File: config.mk
export PLATFORM = sky130hd
export DESIGN_NAME = frog_button_conditioner
export DESIGN_NICKNAME = d
export VERILOG_FILES = /design/src/rtl/frog_button_conditioner.sv
export SDC_FILE = /design/constraint.sdc
export NUM_CORES = 1
export LEC_CHECK = 0
export ABC_AREA = 1
export BUFFER_PORTS_ARGS = -buffer_cell sky130_fd_sc_hd__buf_2
export CAP_MARGIN = 25
export CORE_MARGIN = 2
export CORE_UTILIZATION = 58
export CTS_CLUSTER_DIAMETER = 200
export DETAILED_ROUTE_END_ITERATION = 6
export GPL_TIMING_DRIVEN = 0
export HOLD_SLACK_MARGIN = 0.03
export PLACE_DENSITY = 0.77
export SLEW_MARGIN = 20
export SYNTH_ARGS = -nofsm -noshare
export SYNTH_HDL_FRONTEND = slang
export SYNTH_SLANG_ARGS = --single-unit
File: constraint.sdc
create_clock -name clk -period 1.7 [get_ports clk]
set_input_delay 0.34 -clock clk [delete_from_list [all_inputs] [get_ports clk]]
set_output_delay 0.34 -clock clk [all_outputs]
set_load 0.03 [all_outputs]
File: src/rtl/frog_button_conditioner.sv
// frog_button_conditioner: synchronise, debounce and edge-detect four active-low buttons into one-cycle move strobes with auto-repeat
module frog_button_conditioner #(
  parameter int DEBOUNCE_CYCLES = 1000000,
  parameter int REPEAT_EN       = 1,
  parameter int REPEAT_DELAY    = 50000000,
  parameter int REPEAT_PERIOD   = 25000000
) (
  input  logic       clk,
  input  logic       reset,
  input  logic       btn_up_n,
  input  logic       btn_down_n,
  input  logic       btn_left_n,
  input  logic       btn_right_n,
  output logic       up,
  output logic       down,
  output logic       left,
  output logic       right,
  output logic [3:0] held,
  output logic       any_press
);
  typedef enum logic [1:0] {IDLE, PRESSED, REPEAT} state_t;
  logic [3:0] raw, s1, s2, deb, stb, np;
  logic [19:0] dcnt [4];
  assign raw  = {btn_up_n, btn_down_n, btn_left_n, btn_right_n};
  assign held = deb;
  always_ff @(posedge clk) begin
    if (reset) begin
      s1 <= '1;
      s2 <= '1;
      deb <= '0;
      for (int i = 0; i < 4; i++) dcnt[i] <= '0;
    end else begin
      s1 <= raw;
      s2 <= s1;
      for (int i = 0; i < 4; i++)
        if (!s2[i] == deb[i]) dcnt[i] <= '0;
        else if (dcnt[i] == 20'(DEBOUNCE_CYCLES - 1)) begin
          dcnt[i] <= '0;
          deb[i] <= !deb[i];
        end else dcnt[i] <= dcnt[i] + 1'b1;
    end
  end
  for (genvar b = 0; b < 4; b++) begin : g_btn
    state_t st, st_nx;
    logic [25:0] rc, rc_nx;
    logic go;
    always_comb begin
      st_nx = st;
      rc_nx = (REPEAT_EN != 0) ? rc + 1'b1 : '0;
      go = 1'b0;
      if (!deb[b]) begin
        st_nx = IDLE;
        rc_nx = '0;
      end else if (st == IDLE) begin
        st_nx = PRESSED;
        rc_nx = '0;
        go = 1'b1;
      end else if (REPEAT_EN != 0 && rc == (st == PRESSED ? 26'(REPEAT_DELAY - 1) : 26'(REPEAT_PERIOD - 1))) begin
        st_nx = REPEAT;
        rc_nx = '0;
        go = 1'b1;
      end
    end
    always_ff @(posedge clk) begin
      if (reset) begin
        st <= IDLE;
        rc <= '0;
      end else begin
        st <= st_nx;
        rc <= rc_nx;
      end
    end
    assign stb[b] = go;
    assign np[b]  = deb[b] && st == IDLE;
  end
  // opposing strobes in the same cycle cancel each other
  always_ff @(posedge clk) begin
    if (reset) begin
      {up, down, left, right} <= '1;
      any_press <= 1'b0;
    end else begin
      up <= !(stb[3] && !stb[2]);
      down <= !(stb[2] && !stb[3]);
      left <= !(stb[1] && !stb[0]);
      right <= !(stb[0] && !stb[1]);
      any_press <= |np;
    end
  end
endmodule

* Yosys cells after proc, flatten, opt, wreduce, memory -nomap -nowiden
Memory sizes are Yosys's and may differ from the RTL's. Index checks and enable logic that the tools add are counted.
Storage, ports and cells: bits of input ports 6, flip-flop bits (word level) 129, memories kept 1, memory bits (writable) 80
Memory list:
- dcnt | words 4, bits a word 20, rd ports 4, clocked after memory_dff 0, wr ports 4, line 23 | logic [19:0] dcnt [4];
Operators by class: equality and inequality tests 16, reduce and logical (&&, ||, !) cells 49, bitwise logic cells 20, multiplexer cells 82, $add $sub $neg 8
Operators by type and width (count):
- 20-bit two-way mux | 12
- 26-bit by 1-bit adder with 26-bit output (second input constant) | 4
- 26-bit equality test | 4
- 26-bit two-way mux | 4
- 20-bit by 1-bit adder with 20-bit output (second input constant) | 4
- 20-bit equality test (second input constant) | 4
- 1-bit two-way mux | 66
- 4-bit OR reduction | 5
- 1-bit zero test | 16
- 1-bit OR | 12
- 3-bit OR reduction | 4
- 2-bit by 1-bit equality test with 1-bit output (second input constant) | 4
- 1-bit logical AND | 8
- 2-bit zero test | 4
- 1-bit NOT | 8
- 2-bit AND reduction | 4
- 2-bit nonzero test | 4
- 2-bit OR reduction | 4
- 1-bit equality test | 4

* Logic depth before layout (Yosys ltp)
depth in word-level cells 9, depth in mapped cells 11, depth with buffers taken out 11

* Worst setup path before layout
OpenSTA, ideal clock, no wires.
kind reg-to-reg, from mem dcnt[0][0], to mem dcnt[0][0] (data pin), buffers on the path 1, stages on the path, launching flop included 8, setup slack -0.002 ns, arrival 1.443 ns, path through edfxtp_1 -> ha_1 -> nand3_1 -> nor3_1 -> nand3_1 -> nand2_2 -> buf_4 -> nor2_1
RTL lines (line):
- from (decl) | 23

==> results.txt <==
final setup slack of the worst path: -0.119 ns
total core area: 19500 um2
Arr. time, crit path: 2.08 ns
commonest non-fill, non-tap cell in the layout: nand2_1
Clk pin slew, worst setup/hold paths: 0.06 ns
DPL Wire Length: 18.0 mm
Yosys warning count: 0
final hold vios: 0
FP Rows: 51
drt initial violations: 522
CP max FO: 5
gpl congestion: 0.910
Rel. slew slack: 0.628
Worst path top cell family by delay: simple AND/OR/NAND/NOR gates
Placement Setup Slack: -0.347 ns
Switch Pwr: 2.37 mW
post-synthesis mux area share: 0
R2R depth: 9
PD cells: 756 nW/um2
largest family of logic cells by synthesized area: simple AND/OR/NAND/NOR gates
r2r endpoint: dcnt[3][17]$_SDFFCE_PN0P_
sequential area share after synthesis: 0.431
CP Buf/Inv Count: 1
violated checks: setup timing
setup violators final: 69
final setup skew: 0.0115 ns
DP Cell Count: 1961
Synth Area in XOR/XNOR: 0.0757
Adder-Cell Fraction of Synth Area: 0.00865
die width: 145 um
total CTS buffers: 24
pin count of the biggest net entering global routing: 14
vias in the first global route: 9758
crit-path max cell delay: 0.41 ns
commonest non-fill, non-tap cells in the layout: nand2_1, nor2_1, inv_1
WL met3: 1.17 mm
worst skew pair latency: 0.52 ns
Slew @ Worst Pin: 0.554 ns
Die Area: 21100 um2
Final Non-Filler Cells: 2071
Post-Layout Inst Area: 14400 um2
RSZ-0062 raised after global routing: yes
leakage power: 5.27 nW
CP Capture Type: flip-flop
GRT overflow: 0
Switching Share: 0.217
Worst EP required: 1.96 ns
Gate Count Post-Synth: 1603
Root Buffer: clkbuf_16
status: finished with violations
Compound-Gate Fraction of Synth Area: 0.0304
crit share post-route: 1.07
flop2flop setup slack: -0.12 ns
Routed Antenna Nets: 0
sequential share of power: 0.492
hold path start: reset
first-pass GRT wire length: 42.9 mm
DP Area: 12300 um2
Logic pwr share: 0.033
H-tree depth: 1
clock share of power: 0.474
residual DRC count: 0
MaxCap Viol Count: 0
Power Total: 10.9 mW
Worst path depth: 9
# clock sinks: 209
#FFs+latches synth: 209
antenna violations before repair: 0
CP max stage cell: edfxtp_1
Slew Limit Fails: 0
Final min period: 1.82 ns
Starting Density: 0.592
Routed WL per cell: 13.3 um
WHS Endpoint: g_btn[3].st[1]$_SDFFE_PP0N_
internal power: 8.53 mW
synth unique cells: 37
CTS tree: yes
GRT Total Usage: 0.238
Routed WL: 27.6 mm
Max Freq: 550 MHz
met2 routed wirelength: 13.4 mm
CTS max path bufs: 3
Max VDD drop: 740 uV
worst hold stages: 4
max layer used: met4
DIE HEIGHT: 145 um
# diodes: 0
synthesized area per cell: 7.22 um2
most used cell, CP: nand2_2
simple-gate area share of the yosys netlist: 0.373
routed vias/inst: 5.15
io pins: 15
1st-pass router iterations: 6
final-stage net count: 1802
CP startpoint: dcnt[3][0]$_SDFFCE_PN0P_
layout filler cell count: 1513
met1 WL: 12.3 mm
Reg-to-Reg Start: dcnt[3][0]$_SDFFCE_PN0P_
I/O Buffers: 14
post-synthesis cell area: 11600 um2
Synth-to-Final Area Change: 24.6%
Setup CP Type: reg2reg
Worst Hold Class: in2reg
critical-path cell list: ha_4 -> nand2_4 -> nor2_4 -> nand2_2 -> nor2_2 -> nand4_1 -> nand2_2 -> buf_6 -> nor3_1
via count: 10700
Critical Path Source Type: flip-flop
layout cells sized above 1: 0.181
-- cells in the mapped netlist --
master | count | area, um2
nand2_2 | 3 | 18.8
xnor2_1 | 27 | 236
nand3_2 | 6 | 60.1
conb_1 | 1 | 3.75
edfxtp_1 | 80 | 2400
a21boi_0 | 1 | 7.51
o22ai_1 | 2 | 12.5
inv_1 | 204 | 766
nor3b_1 | 3 | 22.5
or2_2 | 13 | 81.3
nand3_1 | 79 | 395
nand3_4 | 2 | 35.0
or2_0 | 1 | 6.26
a31oi_1 | 1 | 6.26
buf_2 | 4 | 20.0
ha_1 | 8 | 100
nor3_1 | 64 | 320
xor2_1 | 73 | 639
o21bai_1 | 3 | 22.5
dfxtp_1 | 129 | 2580
clkbuf_1 | 1 | 3.75
nor3_2 | 2 | 20.0
o21ai_0 | 17 | 85.1
inv_2 | 1 | 3.75
nor2_1 | 341 | 1280
nand4_1 | 46 | 288
nor4_1 | 4 | 25.0
buf_6 | 4 | 45.0
buf_12 | 2 | 40.0
nor2_2 | 22 | 138
nor2_4 | 3 | 33.8
nand2_1 | 386 | 1450
a21oi_1 | 42 | 210
and2_1 | 2 | 12.5
a21o_1 | 1 | 7.51
buf_4 | 7 | 52.6
nand3b_1 | 18 | 135
-- cell families after synthesis --
group | after synthesis
other cells | 1
xor+xnor | 100
buf+inv | 223
flops | 209
fa+ha+maj | 8
simple gates | 995
compound gates | 67
-- final cells by class --
type / count / area [um2] / share of cell area
Clock buffer: 31 / 678 / 0.0470
Buffer: 18 / 225 / 0.0156
Sequential cell: 209 / 5000 / 0.347
Tap cell: 265 / 332 / 0.0230
Timing Repair Buffer: 80 / 662 / 0.0459
Multi-Input combinational cell: 1250 / 6630 / 0.460
Inverter: 205 / 769 / 0.0534
Clock inverter: 13 / 118 / 0.00816
-- worst max-delay path by stage --
stage / end / slack [ns]
after global placement: dcnt[0][0]$_SDFFCE_PN0P_ / -0.30
after CTS: dcnt[3][17]$_SDFFCE_PN0P_ / -0.08
after global routing: dcnt[3][17]$_SDFFCE_PN0P_ / -0.17
final: dcnt[3][17]$_SDFFCE_PN0P_ / -0.12
after floorplan: dcnt[2][15]$_SDFFCE_PN0P_ / 0.01
after detailed placement: dcnt[3][13]$_SDFFCE_PN0P_ / -0.35
-- power by group through the flow --
stage,Clock (mW),Sequential [mW],Combinational [mW]
after floorplan,0,5.45,0.183
after global placement,0,5.47,0.224
after detailed placement,0,5.47,0.228
after CTS,5.25,5.37,0.267
after global routing,5.46,5.38,0.400
final,5.17,5.37,0.365
-- tightest hold or removal path: stages --
cell and delay (ns):
buf_2 0.17, nor2_1 0.14, nand2_1 0.08, a21oi_1 0.04
-- what timing repair did --
| item | 4_1_cts | 5_1_grt |
|---|---|---|
| buffers inserted | 21 | 32 |
| hold buffers | 4 | 0 |
| endpoints found under the setup margin | 184 | 188 |
| cloned | 2 | 7 |
| resized for setup | 66 | 153 |
| hold endpoints to repair | 4 | 0 |
| pin swaps | 19 | 36 |
-- routing by layer --
metal	track usage	up-vias
li1	-	5387
met1	0.309	4957
met2	0.414	259
met3	0.0324	55
met4	0.0691	0
met5	0	-
-- metrics by stage --
stage                     setup TNS, ns  hold WS (ns)   util
after floorplan                       0         0.389      -
after global placement           -28.75         0.394  0.628
after detailed placement         -35.82         0.393  0.628
after CTS                         -1.24         0.278  0.693
after global routing              -8.33         0.305  0.738
final                             -3.32         0.296  0.738
-- registers in the layout, summed over array words and instances, names as in the netlist --
signal	flops
g_btn.rc	104
dcnt	80
g_btn.st	8
held	4
s1	4
s2	4
any_press	1
down	1
left	1
right	1
up	1
(Power assumes the default switching activity.)
